==> src/rtl/reg_file.sv <==
// reg_file: 2**ADDR_WIDTH-entry register file, two async read ports with WB bypass,
// single write port, $zero hardwired, post-reset clear sweep one entry per cycle.
module reg_file #(
  parameter int ADDR_WIDTH = 5,
  parameter int DATA_WIDTH = 32
) (
  input  logic                  clk,
  input  logic                  rst,
  input  logic                  read_en_1,
  input  logic [ADDR_WIDTH-1:0] read_addr_1,
  output logic [DATA_WIDTH-1:0] read_data_1,
  input  logic                  read_en_2,
  input  logic [ADDR_WIDTH-1:0] read_addr_2,
  output logic [DATA_WIDTH-1:0] read_data_2,
  input  logic                  write_en,
  input  logic [ADDR_WIDTH-1:0] write_addr,
  input  logic [DATA_WIDTH-1:0] write_data,
  output logic                  init_busy
);
  typedef enum logic {INIT, READY} state_e;
  state_e                state_q, state_d;
  logic [ADDR_WIDTH-1:0] cnt_q, cnt_d;
  logic [DATA_WIDTH-1:0] mem_q [2**ADDR_WIDTH];
  logic                  mem_we;
  logic [ADDR_WIDTH-1:0] mem_wa;
  logic [DATA_WIDTH-1:0] mem_wd;

  always_ff @(posedge clk) begin
    if (rst) begin
      state_q <= INIT;
      cnt_q   <= ADDR_WIDTH'(1);
    end else begin
      state_q <= state_d;
      cnt_q   <= cnt_d;
    end
  end

  // Sweep ends on the edge that clears the last entry; entry 0 is never stored.
  always_comb begin
    state_d = state_q;
    cnt_d   = cnt_q;
    if (state_q == INIT) begin
      state_d = &cnt_q ? READY : INIT;
      cnt_d   = &cnt_q ? '0 : cnt_q + ADDR_WIDTH'(1);
    end
  end

  assign init_busy = (state_q == INIT);
  assign mem_we    = !rst && (init_busy || (write_en && write_addr != '0));
  assign mem_wa    = init_busy ? cnt_q : write_addr;
  assign mem_wd    = init_busy ? '0 : write_data;

  always_ff @(posedge clk) begin
    if (mem_we) mem_q[mem_wa] <= mem_wd;
  end

  assign read_data_1 = (init_busy || !read_en_1 || read_addr_1 == '0) ? '0 :
                       (write_en && write_addr == read_addr_1) ? write_data : mem_q[read_addr_1];
  assign read_data_2 = (init_busy || !read_en_2 || read_addr_2 == '0) ? '0 :
                       (write_en && write_addr == read_addr_2) ? write_data : mem_q[read_addr_2];
endmodule

==> config.mk <==
export PLATFORM = sky130hd
export DESIGN_NAME = reg_file
export DESIGN_NICKNAME = d
export VERILOG_FILES = /design/src/rtl/reg_file.sv
export SDC_FILE = /design/constraint.sdc
export NUM_CORES = 1
export LEC_CHECK = 0
export BUFFER_PORTS_ARGS = -buffer_cell sky130_fd_sc_hd__buf_4
export CAP_MARGIN = 25
export CORE_MARGIN = 5
export CORE_UTILIZATION = 40
export CTS_CLUSTER_SIZE = 25
export DETAILED_ROUTE_END_ITERATION = 6
export SYNTH_ARGS = -nofsm -noshare
export SYNTH_HDL_FRONTEND = slang
export SYNTH_SLANG_ARGS = --single-unit
==> constraint.sdc <==
create_clock -name clk -period 3.8 [get_ports clk]
set_clock_uncertainty 0.2 [all_clocks]
set_input_delay 0.76 -clock clk [delete_from_list [all_inputs] [get_ports clk]]
set_output_delay 0.76 -clock clk [all_outputs]
set_load 0.02 [all_outputs]
# Word-level counts from Yosys, hierarchy flattened
# Memories as Yosys holds them, arrays and structs flattened.
# Index checks and enable logic that the tools add are counted.
op_classes:
  mux: 11
  n_eq_ne: 2
  n_reduce_logical: 16
  bitwise_logic: 1
  add_sub_neg: 1
op_table:
  columns: ["operator", "n"]
  rows:
  - ["$mux W32", 5]
  - ["$eq A5 B5 Y1", 2]
  - ["$logic_not A5 Y1", 2]
  - ["$mux W5", 2]
  - ["$add A5 B1 Y5 const B", 1]
  - ["$logic_or A1 B1 Y1", 5]
  - ["$reduce_and A5 Y1", 1]
  - ["$reduce_bool A5 Y1", 1]
  - ["$logic_and A1 B1 Y1", 4]
  - ["$mux W1", 4]
  - ["$logic_not A1 Y1", 3]
  - ["$not A1 Y1", 1]
totals:
  mem_count: 1
  in_bits: 52
  output_inout_bits: 65
  reg_bits: 6
  mem_bits_rw: 1024
  elab_cells: 34
mem_list:
  columns: ["memory", "words", "word_bits", "rd", "rd_ports_with_merged_regs", "write_ports", "line_no", "rtl"]
  rows:
  - ["mem_q", 32, 32, 2, 0, 1, "23", "logic [DATA_WIDTH-1:0] mem_q [2**ADDR_WIDTH];"]

# Logic depth before layout (Yosys ltp)
# Gate-level depths: netlist of run 1.
depth:
  word_depth: 6
  depth_mapped: 9
  mapped_depth_nobuf: 6

# Worst setup path after synthesis of run 1
# Ideal clock, no wire load.
synth_path:
  kind: "in2out"
  from: "in read_addr_1[0]"
  to: "out read_data_1[30]"
  n_path_buf: 3
  stages: 8
  arrival_time_ns: 2.888
  t_required_ns: 2.840
  path_slack_ns: -0.048
  cell_sequence: "buf_2 > buf_6 > buf_4 > nand2_1 > o22ai_1 > o21ai_0 > nand4_1 > a2111oi_0"
synth_via:
  elab_chain_len: 4
  word_cells_on_any_way: 7
  classes_between: "1 x eq/ne; 2 x mux; 3 x reduce/logical; 1 x memory"
synth_rtl:
  columns: ["item", "line_no", "rtl"]
  rows:
  - ["start: declaration", "10", "input logic [ADDR_WIDTH-1:0] read_addr_1,"]
  - ["parallel branches: the longest is 3 deep, another holds $mem_v2 Z32 W32", null, null]
  - ["$mux W32 *", "57", "assign read_data_1 = (init_busy || !read_en_1 || read_addr_1 == '0) ? '0 :"]
  - ["end: declaration", "11", "output logic [DATA_WIDTH-1:0] read_data_1,"]
# Mark *: on every way between the ends.

# Worst setup path in the final report of run 1
layout_path:
  from: "in read_addr_2[4]"
  to: "out read_data_2[13]"
layout_via:
  elab_chain_len: 4
  word_cells_on_any_way: 7
  classes_between: "1 x eq/ne; 2 x mux; 3 x reduce/logical; 1 x memory"
layout_rtl:
  columns: ["item", "line_no", "rtl"]
  rows:
  - ["start: declaration", "13", "input logic [ADDR_WIDTH-1:0] read_addr_2,"]
  - ["parallel branches: the longest is 3 deep, another holds $mem_v2 Z32 W32", null, null]
  - ["$mux W32 *", "59", "assign read_data_2 = (init_busy || !read_en_2 || read_addr_2 == '0) ? '0 :"]
  - ["end: declaration", "14", "output logic [DATA_WIDTH-1:0] read_data_2,"]
# Marks and branches as above.

==> results of run 1 <==
==> metal layers <==
metal	track usage, %	vias up	part of all wire (%)
met2	39.68	1856	48
met5	0	-	0
li1	-	11870	-
met1	33.53	15790	38
met4	10.15	0	4.6
met3	4.446	341	9.5
==> state kept, by name (all words and copies together) (netlist names) <==
name     flops
cnt_q        5
state_q      1
mem_q     1024
==> synth_stat cells, types with 2 or more instances <==
cell type	count	area [µm²]
nor4_1	4	25.02
or4_1	32	240.2
clkbuf_1	86	322.8
xor2_1	8	70.07
o221ai_1	25	219.0
nand3b_1	5	37.54
nand2b_1	2	12.51
buf_2	86	430.4
nand4_1	26	162.7
mux4_2	383	8626
mux4_1	28	735.7
buf_8	2	30.03
inv_1	2	7.510
o22ai_1	188	1176
ha_1	2	25.02
dfxtp_1	6	120.1
or2_2	2	12.51
buf_1	7	26.28
nand3_1	17	85.08
xnor2_1	2	17.52
mux2_2	122	1374
and3_1	2	12.51
edfxtp_1	1024	30750
buf_4	12	90.09
buf_6	23	259.0
mux2i_1	110	1101
o22a_1	25	219.0
and2_1	34	212.7
a22o_1	36	315.3
a21oi_1	49	245.2
nand2_1	107	401.6
nor2b_1	4	25.02
nor2_1	53	198.9
o21ai_0	103	515.5
a311oi_1	6	52.55
==> power by group <==
part / leakage, µW / internal [µW] / switching, µW
Sequential: 0.00912 / 12400 / 46.8
Combinational: 0.00742 / 882 / 1060
Clock: 0.00170 / 6050 / 4470
==> critical path, delay by kind of cell <==
kind            cells  cell delay [ps]
simple gates        2              860
buf+inv             3              670
compound gates      2              520
==> per-stage QoR <==
stage	TNS, ps	power, µW
floorplan	-4518	13840
global route	-24.50	25640
finish	0	24930
CTS	0	25060
global placement	-254.7	14580
detailed placement	-221.1	14600
==> area by class of cell <==
| type | count | area, µm² |
|---|---|---|
| Clock buffer | 132 | 2750 |
| Clock inverter | 62 | 734.5 |
| Fill cell | 9843 | 62840 |
| Inverter | 3 | 13.76 |
| Multi-Input combinational cell | 1387 | 16580 |
| Sequential cell | 1030 | 30870 |
| Tap cell | 1612 | 2017 |
| Timing Repair Buffer | 374 | 4163 |
==> final timing paths <==
path | slack (ps) | depth (start not counted) | endpoint
setup / recovery | 7 | 7 | read_data_2[13]
hold / removal | 100 | 2 | cnt_q[2]
setup reg to reg | 810 | 5 | mem_q[18][12]
hold reg to reg | 350 | 2 | cnt_q[3]
==> cell families after synthesis <==
kind of cell / Yosys count
flip-flops: 1030
AND/OR/NAND/NOR: 294
multiplexers: 643
XOR/XNOR: 10
AO/OA/AOI/OAI: 438
buffers and inverters: 220
adder cells (fa/ha/maj): 2
==> what timing repair did <==
item,CTS,global route
setup endpoints to repair,11,14
gates resized for setup,3,13
buffers inserted,4,0
hold buffers,0,0
endpoints found under the hold margin,0,0
cloned,0,2
==> flow_summary.toml, run 1 <==
[pwr]
p_leak_uw = 0.01824
powerDensity_nw_per_um2 = 436.3
vdd_drop_max_mv = 0.3495

[cts]
cts_made_buffers = 106
cts_tree = "yes"
cts_root_buf = "clkbuf_16"
clock_sinks = 1030
insertion_delay_ps = 710
htree_levels = 3
clock_path_buffers = 3
clkTransAtPathRegs_ps = 60

[die]
die_w_um = 357.4
dieHeight_um = 357.4
initial_utilization_pct = 40.24
ios = 117
fp-row-count = 127
core-area_um2 = 120000
dieArea_um2 = 127700

[timing]
tightest_slew_ps = 1070
whs_ps = 98.87
fmax_mhz = 263.6
setup_slack_ps = 6.884
slew_violations = 0
rsz0062_at_grt = "true"
setup_viol = 0
period_share_pct = 99.82
finalHoldViolCount = 0
fin_crit_ps = 3793
slew_headroom_pct = 28.67

[final_layout]
utilization_pct = 47.62
layout_commonest_cell = "edfxtp_1"
diodes = 0
final_cell_area_um2 = 57130
layout-drive-gt1-share_pct = 36.38
fin_cells = 4600
areaGrowthSynthToFinish_pct = 18.33
nets = 2956
final_cell_mix = "1024 x edfxtp_1, 383 x mux4_2, 271 x buf_4"

[logic_synthesis]
synthFlopType = "edfxtp_1"
synth-edff-count = 1024
synth_area_per_cell_um2 = 18.31
synth-compound-area-share_pct = 5.785
ys_warn_count = 0
synth_top_family_by_area = "multiplexers"
async_reset_ff_share_pct = 0
synth_mux_area_share_pct = 24.52
synth_fa_ha_area_share_pct = 0.05183
syn-cell-area_um2 = 48280
synth_xor_area_share_pct = 0.1814
synth_nets = 2691
ys_ff_latch = 1030
synth_cell_types = 49
synth_simple_gate_area_share_pct = 3.058
netlist_instances = 2637
ys_seq_area_share_pct = 63.94

[placed_design]
port_buffers = 116
placed_cells = 4394
place_area_um2 = 53290
gp_congestion = 0.8289
hpwl_um = 95090
pre_cts_slack_ps = -106.5

[setup_path]
worst_setup_path_start_kind = "primary input"
critPathCaptureType = "output pin"
critical_path_arrival_ps = 2830
worstPathRequired_ps = 2840
cpPeakStageDelay_ps = 620
r2r-start = "state_q"
crit_chain = "buf_4, nand3b_1, buf_12, o22ai_1, or4_1, a21oi_1, buf_4"
cp_common_cell = "buf_4"
slowest_stage = "or4_1"
path_class = "primary input to output pin"
cp-startpoint = "read_addr_2[4]"
crit_fanout = 18

[job]
maxCapViolCount = 0

[run_status]
status = "finished clean"

[routing]
via_per_inst = 6.490
drt-pass1-iter-count = 6
drc = 0
vias = 29850
drtIter0Drc = 3586
ant_nets = 0
routed_wl_um = 159500
wl_per_cell_um = 34.68

[global_route]
antenna_found_initial = 1
grt-ovfl-total = 0
grt_pass1_wl_um = 223900
grtUsageTotal_pct = 24.69
grt_pass1_vias = 30240
grt_max_degree = 51

[min_path]
min_path_type = "primary input to flop"
hold_path_startpoint = "rst"
No activity file was read; power rests on OpenSTA's default activity.
==> run 2: changes to the inputs <==
--- a/config.mk
+++ b/config.mk
@@ -8,9 +8,10 @@
 export BUFFER_PORTS_ARGS = -buffer_cell sky130_fd_sc_hd__buf_4
 export CAP_MARGIN = 25
 export CORE_MARGIN = 5
-export CORE_UTILIZATION = 40
+export CORE_UTILIZATION = 54
 export CTS_CLUSTER_SIZE = 25
 export DETAILED_ROUTE_END_ITERATION = 6
+export PLACE_DENSITY = 0.7
 export SYNTH_ARGS = -nofsm -noshare
 export SYNTH_HDL_FRONTEND = slang
 export SYNTH_SLANG_ARGS = --single-unit
==> constraint.sdc (replaced) <==
create_clock -name clk -period 4.8 [get_ports clk]
set_clock_uncertainty 0.2 [all_clocks]
set_input_delay 0.96 -clock clk [delete_from_list [all_inputs] [get_ports clk]]
set_output_delay 0.96 -clock clk [all_outputs]
set_load 0.005 [all_outputs]
==> run 2 against run 1 <==
  * Sequential power is 21% lower
  * Setup slack better by 220 ps
  * Critical path depth rose by 3
  * Clock power shrank 23%
  * Cell count decreased by 12%
  * Via count grew 0.35%
  * Combinational power is 27% lower
  * Total power decreased by 22%
  * Critical endpoint is now read_data_1[13]
  * Highest routed layer is now met5
==> flow_summary.toml, run 2 (same netlist as run 1, synthesis figures left out) <==
[routing]
via_per_inst = 7.423
drc = 0
drtIter0Drc = 4108
wl_per_cell_um = 37.54
ant_nets = 0
routed_wl_um = 151500
drt-pass1-iter-count = 5
vias = 29960

[timing]
tightest_slew_ps = 1047
rsz0062_at_grt = "false"
fin_crit_ps = 4571
fmax_mhz = 218.8
finalHoldViolCount = 0
slew_headroom_pct = 30.20
period_share_pct = 95.23
slew_violations = 0
finalSetupTns_ps = 0
setup_viol = 0

[placed_design]
gp_congestion = 0.8765
hpwl_um = 84780
port_buffers = 116

[global_route]
antenna_found_initial = 1
globalRouteMet1Util_pct = 42.76
grt_pass1_wl_um = 214600
grt-ovfl-total = 0
use_met3_pct = 7.682
grt_pass1_vias = 30140
grt_busiest_layer = "met2"
grt_max_degree = 82
grtUsageTotal_pct = 31.52
met2_usage_pct = 49.80

[cts]
cts_root_buf = "clkbuf_16"
cts_tree = "yes"
htree_levels = 3
clock_path_buffers = 3
cts_made_buffers = 106
clock_sinks = 1030
insertion_delay_ps = 670
cts_hold_buf = 0
clkTransAtPathRegs_ps = 60

[min_path]
holdPathStages = 2
min_path_type = "primary input to flop"

[final_layout]
areaGrowthSynthToFinish_pct = 13.61
multiInputGateArea_um2 = 16530
layout-drive-gt1-share_pct = 33.69
layout_commonest_cell = "edfxtp_1"
regMostFlops = "mem_q"
nets = 2837
regArea_um2 = 30870
largest_reg_flops = 1024
fill_cells = 6110
reg_top3 = "mem_q x1024, cnt_q x5, state_q x1"
final_cell_mix = "1024 x edfxtp_1, 383 x mux4_2, 202 x buf_4"

[pwr]
p_leak_uw = 0.01738
netSwitchingPower_uw = 4343
combPwrFrac_pct = 7.3
intPower_uw = 15040
clockPowerShare_pct = 41.7
powerDensity_nw_per_um2 = 353.3
p_seq_share_pct = 50.9
total_power_uw = 19380
vdd_drop_max_mv = 0.2661
switching_share_pct = 22.41

[die]
dieHeight_um = 309.0
ios = 117
core-area_um2 = 88510
fp-row-count = 109
die_w_um = 309.0
dieArea_um2 = 95480
initial_utilization_pct = 54.54

[run_status]
status = "finished clean"

[job]
maxCapViolCount = 0

[setup_path]
ff2ff_path_depth = 5
critPathCaptureType = "output pin"
path_class = "primary input to output pin"
worstPathRequired_ps = 3640
crit_fanout = 37
critical_path_arrival_ps = 3410
worst_setup_path_start_kind = "primary input"
## run 2: cell count changes in the layout (fill, tap and decap cells not counted), sizes merged
cell / previous run / this run
clkbuf: 135 / 129
inv: 9 / 6
clkinvlp: 2 / 7
bufinv: 13 / 9
diode: 0 / 1
buf: 371 / 253
clkinv: 41 / 49
## run 2: path summary, 6_finish.rpt
| path | start | endpoint | slack, ps |
|---|---|---|---|
| worst min-delay path | rst | state_q | 320 |
| worst min register to register | cnt_q[3] | cnt_q[3] | 340 |
| worst max-delay path | read_addr_1[0] | read_data_1[13] | 230 |
| worst max register to register | state_q | mem_q[24][7] | 1210 |
## run 2: worst max-delay path: stages
cell,delay [ps]
buf_8,190
buf_12,320
xnor2_1,100
and2_1,210
a211oi_4,260
buf_12,310
nand3_1,160
o21ai_1,510
buf_4,210
buf_4,100
## run 2: cell type report
class,instances,share of cell area [%]
inverter,3,0.02509
antenna,1,0.004562
clock inverter,68,1.106
multi-input combinational,1387,30.14
timing repair buffer,255,4.722
tap,1165,2.658
clock buffer,127,5.057
sequential,1030,56.29
## run 2: power groups by stage
stage	Clock [µW]	Combinational (µW)	Sequential, µW
2_1_floorplan	0	910	10000
3_3_place_gp	0	1380	10000
3_5_place_dp	0	1390	10100
4_1_cts	8150	1400	9870
5_1_grt	8560	1470	9870
6_report	8090	1420	9870
## run 2: timing repair
action	CTS	global route
gates resized for setup	1	1
setup buffers	0	0
setup endpoints to repair	1	1
## run 2: per-stage QoR
step | util, % | std cells | hold slack [ps] | area [µm²] | setup WS (ps)
finish | 61.97 | 4036 | 324.2 | 54850 | 228.9
floorplan | - | 2637 | 281.1 | 48280 | 778.7
detailed placement | 57.99 | 3835 | 325.1 | 51330 | 88.87
CTS | 61.82 | 4030 | 297.1 | 54710 | 75.04
global placement | 57.97 | 3834 | 299.3 | 51310 | 182.0
global route | 61.97 | 4035 | 314.9 | 54850 | 194.0
## run 2: layer usage
layer	routed length, µm	up-vias
li1	-	11600
met2	71750	2346
met5	12	-
met4	7578	2
met1	52280	15560
met3	19880	449
